===== src/rtl/uart_rx_param.sv =====
// uart_rx_param -- parametrised UART receive engine.
//
// Samples the serial line on an oversampled tick, decides each bit by a
// 3-sample majority around mid-bit and delivers the received word with a
// sticky valid/acknowledge handshake plus parity, framing and overrun flags.
//
// Ports:
//   clk, rst_n   system clock, asynchronous active-low reset
//   os_tick      sample enable at OVERSAMPLE x baud
//   rx           asynchronous serial input, idle high
//   clr_valid    consumer acknowledge, clears valid and overrun
//   data_out     last received word (LSB first on the line)
//   valid        word available, sticky until clr_valid
//   parity_err   parity mismatch on the word in data_out
//   frame_err    a stop bit was sampled low on the word in data_out
//   overrun      a word completed while valid was still set, sticky
//   busy         frame in progress
module uart_rx_param #(
  parameter int DATA_BITS  = 8,
  parameter int OVERSAMPLE = 16,
  parameter int PARITY_EN  = 0,
  parameter int PARITY_ODD = 0,
  parameter int STOP_BITS  = 1
) (
  input  logic                 clk,
  input  logic                 rst_n,
  input  logic                 os_tick,
  input  logic                 rx,
  input  logic                 clr_valid,
  output logic [DATA_BITS-1:0] data_out,
  output logic                 valid,
  output logic                 parity_err,
  output logic                 frame_err,
  output logic                 overrun,
  output logic                 busy
);

  localparam int TW = $clog2(OVERSAMPLE);
  localparam int BW = $clog2(DATA_BITS + 1);
  localparam int M  = OVERSAMPLE / 2;

  localparam logic [TW-1:0] T_TOP = TW'(OVERSAMPLE - 1);
  localparam logic [TW-1:0] S_LO  = TW'(M - 1);
  localparam logic [TW-1:0] S_MID = TW'(M);
  localparam logic [TW-1:0] S_HI  = TW'(M + 1);

  localparam logic [BW-1:0] LAST_DATA = BW'(DATA_BITS);
  localparam logic [BW-1:0] LAST_STOP = BW'(STOP_BITS - 1);
  localparam logic          ODD       = (PARITY_ODD != 0);
  localparam logic          HAS_PAR   = (PARITY_EN != 0);

  typedef enum logic [2:0] {
    IDLE   = 3'd0,
    START  = 3'd1,
    DATA   = 3'd2,
    PARITY = 3'd3,
    STOP   = 3'd4
  } state_t;

  state_t state_q, state_d;

  logic                 rx_meta_q, rxs_q;
  logic [TW-1:0]        tick_cnt_q, tick_cnt_d;
  logic [BW-1:0]        bit_idx_q, bit_idx_d;
  logic [DATA_BITS-1:0] shift_q, shift_d;
  logic [1:0]           smp_q, smp_d;
  logic                 perr_q, perr_d;
  logic                 ferr_q, ferr_d;
  logic [DATA_BITS-1:0] data_out_q, data_out_d;
  logic                 valid_q, valid_d;
  logic                 parity_err_q, parity_err_d;
  logic                 frame_err_q, frame_err_d;
  logic                 overrun_q, overrun_d;

  logic [TW-1:0] cur_tick;
  logic          wrap, decide, maj, detect, data_done, last_stop;
  logic          done, false_start;

  // Two-flop synchroniser, idles high so reset does not look like a start.
  always_ff @(posedge clk or negedge rst_n) begin
    if (!rst_n) begin
      rx_meta_q <= 1'b1;
      rxs_q     <= 1'b1;
    end else begin
      rx_meta_q <= rx;
      rxs_q     <= rx_meta_q;
    end
  end

  // tick_cnt_q holds the in-bit index of the most recent tick; cur_tick is
  // the index of the tick being processed now (detection tick is index 0).
  always_comb begin
    cur_tick    = (tick_cnt_q == T_TOP) ? '0 : tick_cnt_q + TW'(1);
    wrap        = os_tick && (state_q != IDLE) && (cur_tick == '0);
    decide      = os_tick && (state_q != IDLE) && (cur_tick == S_HI);
    maj         = (smp_q[0] & smp_q[1]) | (smp_q[0] & rxs_q) | (smp_q[1] & rxs_q);
    detect      = (state_q == IDLE) && os_tick && !rxs_q;
    data_done   = (bit_idx_q == LAST_DATA);
    last_stop   = (bit_idx_q == LAST_STOP);
    done        = (state_q == STOP) && decide && last_stop;
    false_start = (state_q == START) && decide && maj;
  end

  // FSM: state register
  always_ff @(posedge clk or negedge rst_n) begin
    if (!rst_n) state_q <= IDLE;
    else        state_q <= state_d;
  end

  // FSM: next state
  always_comb begin
    state_d = state_q;
    unique case (state_q)
      IDLE:   if (detect) state_d = START;
      START: begin
        if (false_start) state_d = IDLE;
        else if (wrap)   state_d = DATA;
      end
      DATA:   if (wrap && data_done) state_d = HAS_PAR ? PARITY : STOP;
      PARITY: if (wrap) state_d = STOP;
      STOP:   if (done) state_d = IDLE;
      default: state_d = IDLE;
    endcase
  end

  // FSM: outputs
  always_comb begin
    busy = (state_q != IDLE);
  end

  // Bit-level datapath: tick counting, sampling, shifting and error capture.
  always_comb begin
    tick_cnt_d = tick_cnt_q;
    bit_idx_d  = bit_idx_q;
    shift_d    = shift_q;
    smp_d      = smp_q;
    perr_d     = perr_q;
    ferr_d     = ferr_q;
    if (os_tick) begin
      if (state_q == IDLE) begin
        if (!rxs_q) begin
          tick_cnt_d = '0;
          bit_idx_d  = '0;
          perr_d     = 1'b0;
          ferr_d     = 1'b0;
        end
      end else begin
        tick_cnt_d = cur_tick;
        if (cur_tick == S_LO)  smp_d[0] = rxs_q;
        if (cur_tick == S_MID) smp_d[1] = rxs_q;
        if (state_q == DATA && wrap && data_done) bit_idx_d = '0;
        if (decide) begin
          unique case (state_q)
            DATA: begin
              shift_d   = {maj, shift_q[DATA_BITS-1:1]};
              bit_idx_d = bit_idx_q + BW'(1);
            end
            PARITY: perr_d = (maj != ((^shift_q) ^ ODD));
            STOP: begin
              if (!maj)       ferr_d    = 1'b1;
              if (!last_stop) bit_idx_d = bit_idx_q + BW'(1);
            end
            default: ;
          endcase
        end
      end
    end
  end

  // Word delivery. The last stop bit is folded in directly so the flags
  // land on the same edge that the FSM returns to IDLE.
  always_comb begin
    data_out_d   = data_out_q;
    parity_err_d = parity_err_q;
    frame_err_d  = frame_err_q;
    valid_d      = clr_valid ? 1'b0 : valid_q;
    overrun_d    = clr_valid ? 1'b0 : overrun_q;
    if (done) begin
      data_out_d   = shift_q;
      parity_err_d = perr_q;
      frame_err_d  = ferr_q | ~maj;
      valid_d      = 1'b1;
      if (valid_q && !clr_valid) overrun_d = 1'b1;
    end
  end

  always_ff @(posedge clk or negedge rst_n) begin
    if (!rst_n) begin
      tick_cnt_q   <= '0;
      bit_idx_q    <= '0;
      shift_q      <= '0;
      smp_q        <= '1;
      perr_q       <= 1'b0;
      ferr_q       <= 1'b0;
      data_out_q   <= '0;
      valid_q      <= 1'b0;
      parity_err_q <= 1'b0;
      frame_err_q  <= 1'b0;
      overrun_q    <= 1'b0;
    end else begin
      tick_cnt_q   <= tick_cnt_d;
      bit_idx_q    <= bit_idx_d;
      shift_q      <= shift_d;
      smp_q        <= smp_d;
      perr_q       <= perr_d;
      ferr_q       <= ferr_d;
      data_out_q   <= data_out_d;
      valid_q      <= valid_d;
      parity_err_q <= parity_err_d;
      frame_err_q  <= frame_err_d;
      overrun_q    <= overrun_d;
    end
  end

  assign data_out   = data_out_q;
  assign valid      = valid_q;
  assign parity_err = parity_err_q;
  assign frame_err  = frame_err_q;
  assign overrun    = overrun_q;

endmodule

===== config.mk =====
export PLATFORM = sky130hd
export DESIGN_NAME = uart_rx_param
export DESIGN_NICKNAME = d
export VERILOG_FILES = /design/src/rtl/uart_rx_param.sv
export SDC_FILE = /design/constraint.sdc
export NUM_CORES = 1
export LEC_CHECK = 0
export CAP_MARGIN = 20
export CELL_PAD_IN_SITES_DETAIL_PLACEMENT = 2
export CELL_PAD_IN_SITES_GLOBAL_PLACEMENT = 2
export CORE_UTILIZATION = 39
export DETAILED_ROUTE_END_ITERATION = 10
export GPL_TIMING_DRIVEN = 0
export PLACE_DENSITY_LB_ADDON = 0.1
export SLEW_MARGIN = 20
export SYNTH_ARGS = -nofsm -noshare
export SYNTH_HDL_FRONTEND = slang
export SYNTH_SLANG_ARGS = --single-unit

===== constraint.sdc =====
create_clock -name clk -period 2.46 [get_ports clk]
set_clock_uncertainty 0.1 [all_clocks]
set_input_delay 0.492 -clock clk [delete_from_list [all_inputs] [get_ports clk]]
set_output_delay 0.492 -clock clk [all_outputs]
set_load 0.01 [all_outputs]

==> impl_metrics.env, run 1 <==
export IMPL_track_usage_pct=21.3
export IMPL_hold_class="input port to async pin"
export IMPL_dr_pass1_iters=4
export IMPL_slew_headroom_pct=62.8
export IMPL_wl_per_cell_um=19.2
export IMPL_crit_chain="buf_4, or3_1, clkdlybuf4s50_1"
export IMPL_fill_cells=485
export IMPL_synth_seq_cells=37
export IMPL_synth_distinct_cells=51
export IMPL_final_antenna_net_count=0
export IMPL_finalNetCount=211
export IMPL_rsz0062_at_grt="false"
export IMPL_place_congestion=0.823
export IMPL_yosys_top_cells_count="33 x dfrtp_1, 11 x nand2_1, 10 x inv_1, 10 x mux2_2, 9 x mux2_4"
export IMPL_die_h_um=74.1
export IMPL_cpMaxStageDelayCell="clkdlybuf4s50_1"
export IMPL_synth_edf_count=0
export IMPL_outcome="completed"
export IMPL_max_freq_mhz=426
export IMPL_setup_violations=0
export IMPL_slowest_delay_ps=500
export IMPL_critPathKind="register to output pin"
export IMPL_worst_pin_slew_ps=553
export IMPL_drt_initial_drc_count=64
export IMPL_stdcell_area_um2=2470
export IMPL_die_x_um=74.1
export IMPL_place_worst_setup_slack_ps=-260
export IMPL_die_area_um2=5500
export IMPL_powerDensity_nw_per_um2=970
export IMPL_p_leak_nw=1.12
export IMPL_clock_sinks=37
export IMPL_clk_latency_ps=300
export IMPL_irDropWorstVdd_mv=0.427
export IMPL_setup_ws_ps=111
export IMPL_antenna_cells=0
export IMPL_drive_above_1_share_pct=29.4
export IMPL_start_util_pct=41.9
export IMPL_dp_hpwl_um=3590
export IMPL_grt_pass1_wl_um=8570
export IMPL_synth_top_area_cell="dfrtp_1"
export IMPL_drt_total_wl_um=5140
export IMPL_grt_overflow=0
export IMPL_placed_cells=256
export IMPL_vias=1428
export IMPL_synthDominantCellAreaShare_pct=40.7
export IMPL_drt_vias_per_instance=5.33
export IMPL_root_buffer="clkbuf_8"
export IMPL_ys_warn_count=0
export IMPL_syn_nets=182
export IMPL_syn_instance_count=171
export IMPL_power_total_mw=2.40
export IMPL_fin_crit_ps=2350
export IMPL_final_max_slew_viol_count=0
export IMPL_hold_violations=0
export IMPL_htree_num_levels=2
export IMPL_antenna_found_initial=0
export IMPL_cap_violations=0
export IMPL_arrival_ps=1760
export IMPL_core_area_um2=4850
export IMPL_rows=25
export IMPL_synth_most_common_cell="dfrtp_1"
export IMPL_synth_avg_cell_area_um2=11.9
export IMPL_grt_pass1_vias=1574
export IMPL_cts_tree="built"
export IMPL_io_buffer_count=17
export IMPL_clk_pin_slew_worst_paths_ps=90
export IMPL_drc=0
export IMPL_required_ps=1870
export IMPL_async_reset_ff_share_pct=100
export IMPL_grt_max_degree=22
export IMPL_netlist_area_um2=2030
export IMPL_start_kind="register"
export IMPL_numCtsBuffers=5
export IMPL_fin_util_pct=51.0
export IMPL_ys_dominant_reg_cell="dfrtp_1"
export IMPL_io_pins=18
export IMPL_post_route_period_util_pct=95.5
export IMPL_place_area_um2=2310
export IMPL_critPathMaxFanout=10
export IMPL_synth_area_leaders="dfrtp_1 41%, mux2_4 6.7%, mux2_2 5.5%"
export IMPL_cts_buffer_depth=2
export IMPL_syn2layout_area_growth_pct=21.9
export IMPL_cp_end_kind="output pin"
export IMPL_yosysSeqAreaShare_pct=45.9
export IMPL_instances_no_fill=268
layer usage:
layer	GRT usage, %	vias up	wire (µm)
met5	0	-	0
met4	7.91	0	97
met3	4.20	8	125
met2	32.8	18	2470
met1	29.6	738	2450
li1	-	664	-
final cells by class:
cell class / count / area (µm²) / area share, %
Multi-Input combinational cell: 117 / 1010 / 41.0
Sequential cell: 37 / 931 / 37.6
Clock inverter: 2 / 37.5 / 1.52
Clock buffer: 6 / 82.6 / 3.34
Timing Repair Buffer: 22 / 225 / 9.10
Tap cell: 67 / 83.8 / 3.39
Buffer: 7 / 63.8 / 2.58
Inverter: 10 / 37.5 / 1.52
metrics by stage:
| step | setup TNS, ps | hold WS, ps |
|---|---|---|
| floorplan | 0 | 96.4 |
| global placement | -5190 | 247 |
| detailed placement | -3750 | 253 |
| CTS | 0 | 36.2 |
| global route | 0 | 34.9 |
| finish | 0 | 35.6 |
cell usage in the layout, fill, tap and decap left out, types with 3 or more instances in the layout:
| cell type | n |
|---|---|
| o21ai_0 | 6 |
| buf_6 | 3 |
| xor2_1 | 3 |
| clkbuf_8 | 6 |
| dfstp_2 | 4 |
| inv_1 | 10 |
| nand2b_1 | 3 |
| buf_4 | 8 |
| ha_1 | 5 |
| dfrtp_1 | 33 |
| mux2_2 | 10 |
| o21ai_1 | 3 |
| nand3_1 | 5 |
| nor2_1 | 7 |
| clkdlybuf4s50_1 | 15 |
| xnor2_1 | 7 |
| mux2_4 | 9 |
| nand2_1 | 11 |
kinds of logic (layout without fill, tap and decap cells):
family / count (synthesis) / count (layout) / share of synthesized area, %
simple gates: 47 / 47 / 14.2
flops: 37 / 37 / 45.9
compound gates: 31 / 31 / 11.8
mux: 21 / 21 / 13.2
buf+inv: 17 / 47 / 4.99
xor+xnor: 11 / 11 / 5.67
fa+ha+maj: 7 / 7 / 4.19
state kept, by name, indices dropped and copies added, names as in the netlist, 2 cells and up:
name,cells
data_out,8
shift_q,8
bit_idx_q,4
tick_cnt_q,4
state_q,3
smp_q,2
what timing repair did:
| item | in CTS | in global routing |
|---|---|---|
| endpoints found under the setup margin | 13 | 17 |
| hold endpoints to repair | 0 | 0 |
| gates cloned | 0 | 0 |
| buffers inserted | 4 | 0 |
| resized for setup | 1 | 3 |
| hold buffers | 0 | 0 |
| pin swaps | 1 | 1 |
critical path, delay by kind of cell (launching register included):
kind / cells / cell delay (ps)
buffers and inverters: 2 / 670
flip-flops: 1 / 360
AND/OR/NAND/NOR: 1 / 430
power breakdown:
group	internal [mW]	switching (mW)	leakage (nW)
registers	0.708	0.0862	0.491
logic	0.436	0.603	0.573
clock network	0.330	0.237	0.0574
total	1.47	0.926	1.12
worst paths after layout:
check | startpoint | to | slack [ps] | cells after the start
worst max-delay path | state_q[0]$_DFFE_PN0P_ | busy | 110 | 3
worst min-delay path | rst_n | overrun$_DFF_PN0_ | 40 | 1
worst max register to register | bit_idx_q[0]$_DFFE_PN0P_ | data_out[7]$_DFFE_PN0P_ | 120 | 7
worst min register to register | rx_meta_q$_DFF_PN1_ | rxs_q$_DFF_PN1_ | 260 | 0
max in group asynchronous | rst_n | smp_q[1]$_DFFE_PN1P_ | 1690 | 2
min in group clk | rx_meta_q$_DFF_PN1_ | rxs_q$_DFF_PN1_ | 260 | 0
Power figures use the tool's default switching activity.
==> run 2: changes to the inputs <==
--- a/config.mk
+++ b/config.mk
@@ -5,10 +5,11 @@
 export SDC_FILE = /design/constraint.sdc
 export NUM_CORES = 1
 export LEC_CHECK = 0
+export ABC_AREA = 1
 export CAP_MARGIN = 20
 export CELL_PAD_IN_SITES_DETAIL_PLACEMENT = 2
 export CELL_PAD_IN_SITES_GLOBAL_PLACEMENT = 2
-export CORE_UTILIZATION = 39
+export CORE_UTILIZATION = 35
 export DETAILED_ROUTE_END_ITERATION = 10
 export GPL_TIMING_DRIVEN = 0
 export PLACE_DENSITY_LB_ADDON = 0.1
==> run 2 against run 1 <==
Against the previous run: via count up 18%; sequential power up 10%; largest cell class unchanged; maximum frequency up 9.7%; largest power group is now sequential cells; critical path depth unchanged; final cell count up 27%; highest routed layer unchanged.
==> impl_metrics.env, run 2 <==
export IMPL_synth_top_area_cell="dfrtp_1"
export IMPL_start_util_pct=36.9
export IMPL_clock_sinks=37
export IMPL_setup_violations=0
export IMPL_syn2layout_area_growth_pct=18.5
export IMPL_worst_pin_slew_ps=601
export IMPL_hold_class="register to register"
export IMPL_drive_above_1_share_pct=15.7
export IMPL_fill_cells=654
export IMPL_vias=1678
export IMPL_netlist_area_um2=2060
export IMPL_max_freq_mhz=467
export IMPL_drt_initial_drc_count=77
export IMPL_met3RoutedLength_um=91
export IMPL_final_antenna_net_count=0
export IMPL_arrival_ps=1550
export IMPL_core_area_um2=5570
export IMPL_antenna_cells=0
export IMPL_outcome="completed"
export IMPL_irDropWorstVdd_mv=0.438
export IMPL_die_x_um=78.7
export IMPL_finalNetCount=278
export IMPL_hold_slack_ps=261
export IMPL_final_max_slew_viol_count=0
export IMPL_io_buffer_count=17
export IMPL_place_congestion=0.757
export IMPL_start_kind="register"
export IMPL_setup_ws_ps=318
export IMPL_wl_per_cell_um=14.6
export IMPL_fin_crit_ps=2140
export IMPL_grt_pass1_vias=1834
export IMPL_synthDominantCellAreaShare_pct=40.1
export IMPL_grt_pass1_wl_um=8780
export IMPL_rsz0062_at_grt="false"
export IMPL_synth_seq_cells=37
export IMPL_antenna_found_initial=0
export IMPL_p_leak_nw=1.25
export IMPL_instances_no_fill=340
export IMPL_rows=27
export IMPL_numCtsBuffers=5
export IMPL_drc=0
export IMPL_fin_setup_tns_ps=0
export IMPL_clk_latency_ps=290
export IMPL_clk_pin_slew_worst_paths_ps=80
export IMPL_powerDensity_nw_per_um2=905
export IMPL_cp_end_kind="output pin"
export IMPL_synth_distinct_cells=32
export IMPL_post_route_period_util_pct=87.1
export IMPL_critPathMaxFanout=5
export IMPL_die_area_um2=6190
export IMPL_critPathKind="register to output pin"
export IMPL_placed_cells=331
export IMPL_synth_area_leaders="dfrtp_1 40%, nand2_1 11%, inv_1 6.2%"
export IMPL_yosys_top_cells_count="63 x nand2_1, 34 x inv_1, 33 x dfrtp_1, 19 x nand3_1, 12 x o21ai_0"
export IMPL_fin_util_pct=43.8
export IMPL_wl_met1_um=2470
export IMPL_drt_vias_per_instance=4.94
export IMPL_dp_hpwl_um=3880
export IMPL_grt_overflow=0
export IMPL_final_cell_mix="63 x nand2_1, 34 x inv_1, 33 x dfrtp_1"
export IMPL_htree_num_levels=2
export IMPL_yosysSeqAreaShare_pct=45.2
export IMPL_cts_buffer_depth=2
export IMPL_grt_max_degree=30
export IMPL_dr_pass1_iters=4
export IMPL_required_ps=1870
export IMPL_async_reset_ff_share_pct=100
export IMPL_synth_edf_count=0
export IMPL_synth_most_common_cell="nand2_1"
export IMPL_cap_violations=0
export IMPL_drt_total_wl_um=4980
export IMPL_final_common_cell="nand2_1"
export IMPL_track_usage_pct=18.6
export IMPL_die_h_um=78.7
export IMPL_place_worst_setup_slack_ps=229
export IMPL_ys_warn_count=0
export IMPL_ys_dominant_reg_cell="dfrtp_1"
export IMPL_syn_instance_count=241
export IMPL_slew_headroom_pct=59.5
export IMPL_hold_violations=0
export IMPL_dr_max_layer_used="met4"
export IMPL_place_area_um2=2330
export IMPL_cts_tree="built"
export IMPL_root_buffer="clkbuf_8"
export IMPL_io_pins=18
export IMPL_wl_met2_um=2350
export IMPL_power_total_mw=2.21
export IMPL_stdcell_area_um2=2440
export IMPL_post_cts_resized=0
export IMPL_syn_nets=252
export IMPL_synth_avg_cell_area_um2=8.54
## run 2: layout make-up
cell class                 instances  area, µm²  share of cell area (%)
inverter                          38        143                    5.85
timing repair buffer              19        195                    8.00
tap                               72       90.1                    3.69
buffer                             4       32.5                    1.33
clock buffer                       6       82.6                    3.38
sequential                        37        931                    38.2
multi-input combinational        162        952                    39.0
clock inverter                     2       13.8                   0.564
## run 2: kinds of logic after synthesis
| group | synth area share, % |
|---|---|
| AOI/OAI and AO/OA | 9.73 |
| xor gates and xnor gates | 2.98 |
| adders and majority gates | 3.65 |
| buffers and inverters | 8.51 |
| DFF | 45.2 |
| muxes | 0.547 |
| and+or+nand+nor | 29.4 |
## run 2: routing by layer
layer,vias to the layer above,GRT usage (%)
met5,-,0
met4,0,6.11
met3,4,4.07
met2,14,29.4
met1,843,25.1
li1,817,-
## run 2: report_power, final
group	leakage, nW	internal (mW)	total, mW	switching [mW]
registers	0.450	0.750	0.877	0.127
clock network	0.0512	0.227	0.458	0.230
logic	0.749	0.324	0.873	0.549
total	1.25	1.30	2.21	0.907
## run 2: path summary, 6_finish.rpt
kind | startpoint | to | slack [ps] | cells after the start
worst max-delay path | state_q[0]$_DFFE_PN0P_ | busy | 320 | 3
worst min register to register | rx_meta_q$_DFF_PN1_ | rxs_q$_DFF_PN1_ | 260 | 0
worst max register to register | tick_cnt_q[0]$_DFFE_PN0P_ | state_q[1]$_DFFE_PN0P_ | 490 | 14
min in group asynchronous | rst_n | tick_cnt_q[2]$_DFFE_PN0P_ | 490 | 2
max in group asynchronous | rst_n | smp_q[0]$_DFFE_PN1P_ | 1270 | 3
worst min-delay path | rx_meta_q$_DFF_PN1_ | rxs_q$_DFF_PN1_ | 260 | 0
## run 2: worst max-delay path, stage by stage (launching register included)
cell             delay (ps)
dfrtp_1                 410
nor2_2                  230
nand2_4                 120
clkdlybuf4s50_1         500
## run 2: what timing repair did
action | 4_1_cts | 5_1_grt
hold buffers | 1 | 0
endpoints found under the hold margin | 7 | 0
buffers inserted | 0 | 0
